==> src/rtl/seg7_pkg.sv <==
// Shared seven-segment definitions: active-low hex glyph table, blank pattern,
// segment bit positions, filter state type and the glyph decode helper.
package seg7_pkg;

    localparam int SEG_A_BIT  = 0;
    localparam int SEG_G_BIT  = 6;
    localparam int SEG_DP_BIT = 7;

    localparam logic [6:0] SEG_BLANK = 7'h7F;

    localparam logic [6:0] SEG_HEX_0 = 7'h40;
    localparam logic [6:0] SEG_HEX_1 = 7'h79;
    localparam logic [6:0] SEG_HEX_2 = 7'h24;
    localparam logic [6:0] SEG_HEX_3 = 7'h30;
    localparam logic [6:0] SEG_HEX_4 = 7'h19;
    localparam logic [6:0] SEG_HEX_5 = 7'h12;
    localparam logic [6:0] SEG_HEX_6 = 7'h02;
    localparam logic [6:0] SEG_HEX_7 = 7'h78;
    localparam logic [6:0] SEG_HEX_8 = 7'h00;
    localparam logic [6:0] SEG_HEX_9 = 7'h10;
    localparam logic [6:0] SEG_HEX_A = 7'h08;
    localparam logic [6:0] SEG_HEX_B = 7'h03;
    localparam logic [6:0] SEG_HEX_C = 7'h46;
    localparam logic [6:0] SEG_HEX_D = 7'h21;
    localparam logic [6:0] SEG_HEX_E = 7'h06;
    localparam logic [6:0] SEG_HEX_F = 7'h0E;

    localparam logic [6:0] SEG_HEX [16] = '{
        SEG_HEX_0, SEG_HEX_1, SEG_HEX_2, SEG_HEX_3,
        SEG_HEX_4, SEG_HEX_5, SEG_HEX_6, SEG_HEX_7,
        SEG_HEX_8, SEG_HEX_9, SEG_HEX_A, SEG_HEX_B,
        SEG_HEX_C, SEG_HEX_D, SEG_HEX_E, SEG_HEX_F
    };

    typedef enum logic {
        ST_UNSTABLE = 1'b0,
        ST_STABLE   = 1'b1
    } filt_state_e;

    typedef struct packed {
        logic [3:0] digit;
        logic       blank;
        logic       err;
    } seg7_dec_t;

    // Blank and unknown glyphs both decode to digit 0; only unknown sets err.
    function automatic seg7_dec_t seg7_decode(input logic [6:0] pat);
        seg7_dec_t d;
        d.digit = 4'd0;
        d.blank = (pat == SEG_BLANK);
        d.err   = (pat != SEG_BLANK);
        for (int i = 0; i < 16; i++) begin
            if (pat == SEG_HEX[i]) begin
                d.digit = 4'(i);
                d.err   = 1'b0;
            end
        end
        return d;
    endfunction

endpackage

==> src/rtl/seg7_sync_filter.sv <==
// Two-flop synchronizer plus stability filter: emits a one-cycle pulse with the
// candidate value once it has been sampled STABLE_CYCLES times in a row.
module seg7_sync_filter
    import seg7_pkg::*;
#(
    parameter int STABLE_CYCLES = 4
) (
    input  logic        i_clk,
    input  logic        i_reset,
    input  logic [7:0]  i_seg,
    output logic        o_stable_pulse,
    output logic [7:0]  o_stable_value,
    output filt_state_e o_state
);

    logic [7:0]  r_sync1;
    logic [7:0]  r_sync2;
    logic [7:0]  r_cand;
    logic [7:0]  r_count;
    logic        r_pulse;
    filt_state_e r_state;

    logic [7:0]  w_cand_nxt;
    logic [7:0]  w_count_nxt;
    logic        w_pulse_nxt;
    filt_state_e w_state_nxt;

    always_ff @(posedge i_clk or posedge i_reset) begin
        if (i_reset) begin
            r_sync1 <= 8'hFF;
            r_sync2 <= 8'hFF;
            r_cand  <= 8'hFF;
            r_count <= 8'd0;
            r_pulse <= 1'b0;
            r_state <= ST_UNSTABLE;
        end else begin
            r_sync1 <= i_seg;
            r_sync2 <= r_sync1;
            r_cand  <= w_cand_nxt;
            r_count <= w_count_nxt;
            r_pulse <= w_pulse_nxt;
            r_state <= w_state_nxt;
        end
    end

    always_comb begin
        w_state_nxt = r_state;
        w_cand_nxt  = r_cand;
        w_count_nxt = r_count;
        w_pulse_nxt = 1'b0;
        case (r_state)
            ST_UNSTABLE: begin
                if (r_sync2 != r_cand) begin
                    w_cand_nxt  = r_sync2;
                    w_count_nxt = 8'd1;
                end else begin
                    w_count_nxt = r_count + 8'd1;
                    if (r_count + 8'd1 == 8'(STABLE_CYCLES)) begin
                        w_state_nxt = ST_STABLE;
                        w_pulse_nxt = 1'b1;
                    end
                end
            end
            ST_STABLE: begin
                if (r_sync2 != r_cand) begin
                    w_state_nxt = ST_UNSTABLE;
                    w_cand_nxt  = r_sync2;
                    w_count_nxt = 8'd1;
                end
            end
            default: w_state_nxt = ST_UNSTABLE;
        endcase
    end

    // r_cand is unchanged on the cycle after the transition, so it is the stable value.
    assign o_stable_pulse = r_pulse;
    assign o_stable_value = r_cand;
    assign o_state        = r_state;

endmodule

==> src/rtl/seg7_pattern_decoder.sv <==
// Observes an asynchronous active-low 7-segment bus and reports each newly
// stable pattern as a decoded event over a valid/ready output with overrun count.
module seg7_pattern_decoder
    import seg7_pkg::*;
#(
    parameter int STABLE_CYCLES = 4
) (
    input  logic        clk,
    input  logic        reset,
    input  logic [7:0]  seg,
    input  logic        out_ready,
    output logic        out_valid,
    output logic [3:0]  digit,
    output logic        dp,
    output logic        blank,
    output logic        err,
    output logic [7:0]  overrun_cnt,
    output filt_state_e dbg_state
);

    // Handshake: an event transfers on any rising edge where out_valid && out_ready;
    // fields hold steady while out_valid is high unless a newer event overwrites them.

    logic       w_pulse;
    logic [7:0] w_value;
    logic       w_new_event;
    seg7_dec_t  w_dec;

    logic [7:0] r_last;
    logic       r_reported;

    seg7_sync_filter #(
        .STABLE_CYCLES(STABLE_CYCLES)
    ) u_filter (
        .i_clk          (clk),
        .i_reset        (reset),
        .i_seg          (seg),
        .o_stable_pulse (w_pulse),
        .o_stable_value (w_value),
        .o_state        (dbg_state)
    );

    assign w_dec       = seg7_decode(w_value[SEG_G_BIT:SEG_A_BIT]);
    assign w_new_event = w_pulse && (!r_reported || (w_value != r_last));

    always_ff @(posedge clk or posedge reset) begin
        if (reset) begin
            r_last      <= 8'hFF;
            r_reported  <= 1'b0;
            out_valid   <= 1'b0;
            digit       <= 4'd0;
            dp          <= 1'b0;
            blank       <= 1'b0;
            err         <= 1'b0;
            overrun_cnt <= 8'd0;
        end else if (w_new_event) begin
            r_last     <= w_value;
            r_reported <= 1'b1;
            out_valid  <= 1'b1;
            digit      <= w_dec.digit;
            dp         <= ~w_value[SEG_DP_BIT];
            blank      <= w_dec.blank;
            err        <= w_dec.err;
            // A same-edge transfer consumes the old event, so only an unaccepted one is lost.
            if (out_valid && !out_ready && (overrun_cnt != 8'hFF)) begin
                overrun_cnt <= overrun_cnt + 8'd1;
            end
        end else if (out_valid && out_ready) begin
            out_valid <= 1'b0;
        end
    end

endmodule
==> config.mk <==
export PLATFORM = sky130hd
export DESIGN_NAME = seg7_pattern_decoder
export DESIGN_NICKNAME = d
export VERILOG_FILES = /design/src/rtl/seg7_pkg.sv /design/src/rtl/seg7_sync_filter.sv /design/src/rtl/seg7_pattern_decoder.sv
export SDC_FILE = /design/constraint.sdc
export NUM_CORES = 1
export LEC_CHECK = 0
export BUFFER_PORTS_ARGS = -buffer_cell sky130_fd_sc_hd__buf_2
export CORE_MARGIN = 2
export CORE_UTILIZATION = 30
export CTS_CLUSTER_DIAMETER = 150
export DETAILED_ROUTE_END_ITERATION = 10
export SLEW_MARGIN = 20
export SYNTH_ARGS = -nofsm -noshare
export SYNTH_HDL_FRONTEND = slang
export SYNTH_HIERARCHICAL = 1
export SYNTH_SLANG_ARGS = --single-unit
==> constraint.sdc <==
create_clock -name clk -period 6.2 [get_ports clk]
set_clock_uncertainty 0.05 [all_clocks]
set_input_delay 1.86 -clock clk [delete_from_list [all_inputs] [get_ports clk]]
set_output_delay 1.86 -clock clk [all_outputs]
set_load 0.05 [all_outputs]
==> reports/qor.yml <==
period_share_pct: 49.7
synthMuxAreaShare_pct: 4.56
clock-sinks: 59
max_freq_mhz: 325
syn_inst: 231
p_leak_nw: 1.32
viasPerCell: 4.81
gr-usage-all-layers_pct: 10.7
clockPowerShare_pct: 43.9
synth_compound_area_share_pct: 8.33
outcome: "completed"
layout_common_cells: "dfstp_2 (32), dfrtp_1 (27), buf_2 (27)"
crit_start: "u_filter/o_state$_DFF_PP0_"
critPathBufInv: 1
swShare_pct: 24.0
insertion_delay_ns: 0.34
pre_cts_slack_ns: 3.08
grt_pass1_vias: 1729
power_frac_seq_pct: 52.1
critPathMaxFanout: 9
synth-async-reset-ratio_pct: 100
fp.dieW_um: 98.7
critPathCaptureType: "output pin"
drc_errors: 0
p_int_uw: 602
initial_core_util_pct: 30.8
hold_ws_ns: 0.298
die_h_um: 98.7
cp.arrival_ns: 1.17
place_hpwl_mm: 3.03
rsz0062_at_grt: "false"
cts_buffers: 9
wl_per_cell_um: 12.7
crit_slowest_cell: "dfrtp_1"
portBuffers: 27
startpoint_type: "flop"
syn-num-nets: 244
power_density_mw_per_mm2: 259
cts_buffer_depth: 2
rows: 34
hold_path.startpoint: "u_filter/r_sync1[2]$_DFF_PP1_"
cts_root_buffer: "clkbuf_8"
core_area_mm2: 0.00872
cp_cell_sequence: "buf_2"
finalSetupViolCount: 0
yosys.area_share.simple_pct: 16.6
relSlewSlack_pct: 38.7
tritoncts: "built"
synth_xor_area_share_pct: 8.79
min_path_type: "flop to flop"
critPathMaxStageDelay_ns: 0.50
ys_types: 49
htree_levels: 3
die_area_mm2: 0.00974
vias: 1752
maxCapViolations: 0
clk_pin_slew_ns: 0.07
worstMarginPinSlew_ns: 0.913
post-cts-setup-buffers: 0
switching_power_uw: 190
antenna_found_initial: 0
setup_tns_ns: 0
syn_area_mm2: 0.00269
grt_pass1_wl_mm: 8.18
routed_wl_mm: 4.61
drv_slew: 0
hold_buffers: 0
synth_edf_count: 0
ctsResizeCount: 0
fillers: 863
area_growth_pct: 13.9
peakVddDrop_v: 0.000184
critical_path_class: "flop to output pin"
yosysSeqAreaShare_pct: 56.4
period_minus_slack_ns: 3.08
final_common_cell: "dfstp_2"
grt_remaining_overflow: 0
final.setup.worst_slack_ns: 3.12
finalHoldViolCount: 0
ioPinCount: 28
avgSynthCellArea_um2: 11.6
rr_startpoint: "u_filter/o_stable_value[0]$_DFFE_PP1N_"
fin_nets: 264
cp.required_ns: 4.29
ys_ff_latch: 59
pwr-share-comb_pct: 4.0
grt_max_degree: 35
ys.flop_type: "dfstp_2"
cp_top_family: "flip-flops"
antennaDiodeCount: 0
ant_nets: 0
yosysWarnings: 6
first_iter_violations: 70
synth_top_family_by_area: "simple AND/OR/NAND/NOR gates"
synthAdderAreaFrac_pct: 0.931
drive_gt1_share_pct: 35.2
routabilityCongestion: 0.841
dr.pass1.iters: 4
==> cell usage after synthesis, drive strengths merged, types with 2 or more instances <==
| master | count | share of area [%] |
|---|---|---|
| dfstp | 32 | 31 |
| dfrtp | 27 | 25 |
| nand2 | 20 | 2.8 |
| xnor2 | 18 | 5.9 |
| clkbuf | 11 | 1.5 |
| nor3 | 11 | 2.0 |
| mux2 | 10 | 4.2 |
| o21ai | 9 | 1.7 |
| xor2 | 9 | 2.9 |
| buf | 8 | 2.3 |
| nor2 | 7 | 1.1 |
| nand3 | 6 | 1.1 |
| or3 | 6 | 1.4 |
| nand4 | 5 | 1.2 |
| a21oi | 4 | 0.74 |
| inv | 4 | 0.56 |
| nand4b | 4 | 1.9 |
| nor4 | 4 | 0.93 |
| nor4b | 4 | 1.3 |
| a211oi | 3 | 0.84 |
| nand2b | 3 | 0.70 |
| a2111oi | 2 | 0.70 |
| a31oi | 2 | 0.47 |
| ha | 2 | 0.93 |
| o31ai | 2 | 1.1 |
| or2 | 2 | 0.47 |
==> power groups by stage <==
stage	Clock (mW)	Sequential [mW]	Combinational [mW]
floorplan	0	0.412	0.0322
global placement	0	0.419	0.0319
detailed placement	0	0.420	0.0324
CTS	0.364	0.413	0.0327
global route	0.384	0.415	0.0366
finish	0.348	0.413	0.0319
==> metrics by stage <==
stage	area (um2)	total power, mW	std cells	util (%)
CTS	3060	0.809	364	35.1
global route	3060	0.835	364	35.1
detailed placement	2860	0.452	348	32.8
global placement	2860	0.451	348	32.8
floorplan	2690	0.444	231	-
finish	3060	0.793	364	35.1
==> logic make-up (layout without fill, tap and decap cells) <==
| kind of cell | after synthesis | in the layout |
|---|---|---|
| and+or+nand+nor | 78 | 78 |
| DFF | 59 | 59 |
| AOI/OAI and AO/OA | 31 | 31 |
| xor gates and xnor gates | 27 | 27 |
| buffers and inverters | 23 | 48 |
| muxes | 11 | 11 |
| adders and majority gates | 2 | 2 |
==> area by class of cell <==
class,count,area [um2],area share [%]
Multi-Input combinational cell,149,1050,34.4
Tap cell,108,135,4.41
Timing Repair Buffer,28,143,4.66
Clock buffer,9,124,4.04
Sequential cell,59,1520,49.5
Inverter,4,15.0,0.490
Clock inverter,7,75.1,2.45
==> state kept, by name, summed over array words and instances (netlist names) <==
register / cells
u_filter/r_count: 8
blank: 1
overrun_cnt: 8
err: 1
u_filter/o_state: 1
digit: 4
r_reported: 1
u_filter/o_stable_value: 8
u_filter/o_stable_pulse: 1
r_last: 8
dp: 1
u_filter/r_sync2: 8
u_filter/r_sync1: 8
out_valid: 1
==> layer usage <==
layer | global-route usage (%) | vias up | wire length (um) | share of wire, %
li1 | - | 858 | - | -
met1 | 13.4 | 850 | 2180 | 47
met2 | 16.1 | 34 | 2110 | 46
met3 | 4.75 | 10 | 242 | 5.3
met4 | 4.85 | 0 | 72 | 1.6
met5 | 0 | - | 0 | 0
==> worst paths after layout <==
path	endpoint	slack, ns	cells past startpoint
max in group asynchronous	out_valid$_DFFE_PP0P_	4.11	2
min in group asynchronous	u_filter/r_count[7]$_DFFE_PP0P_	1.54	3
worst max-delay path	dbg_state	3.12	1
worst max register to register	overrun_cnt[1]$_DFFE_PP0P_	3.72	5
worst min-delay path	u_filter/r_sync2[2]$_DFF_PP1_	0.30	0
worst min register to register	u_filter/r_sync2[2]$_DFF_PP1_	0.30	0
Power figures use the tool's default switching activity.
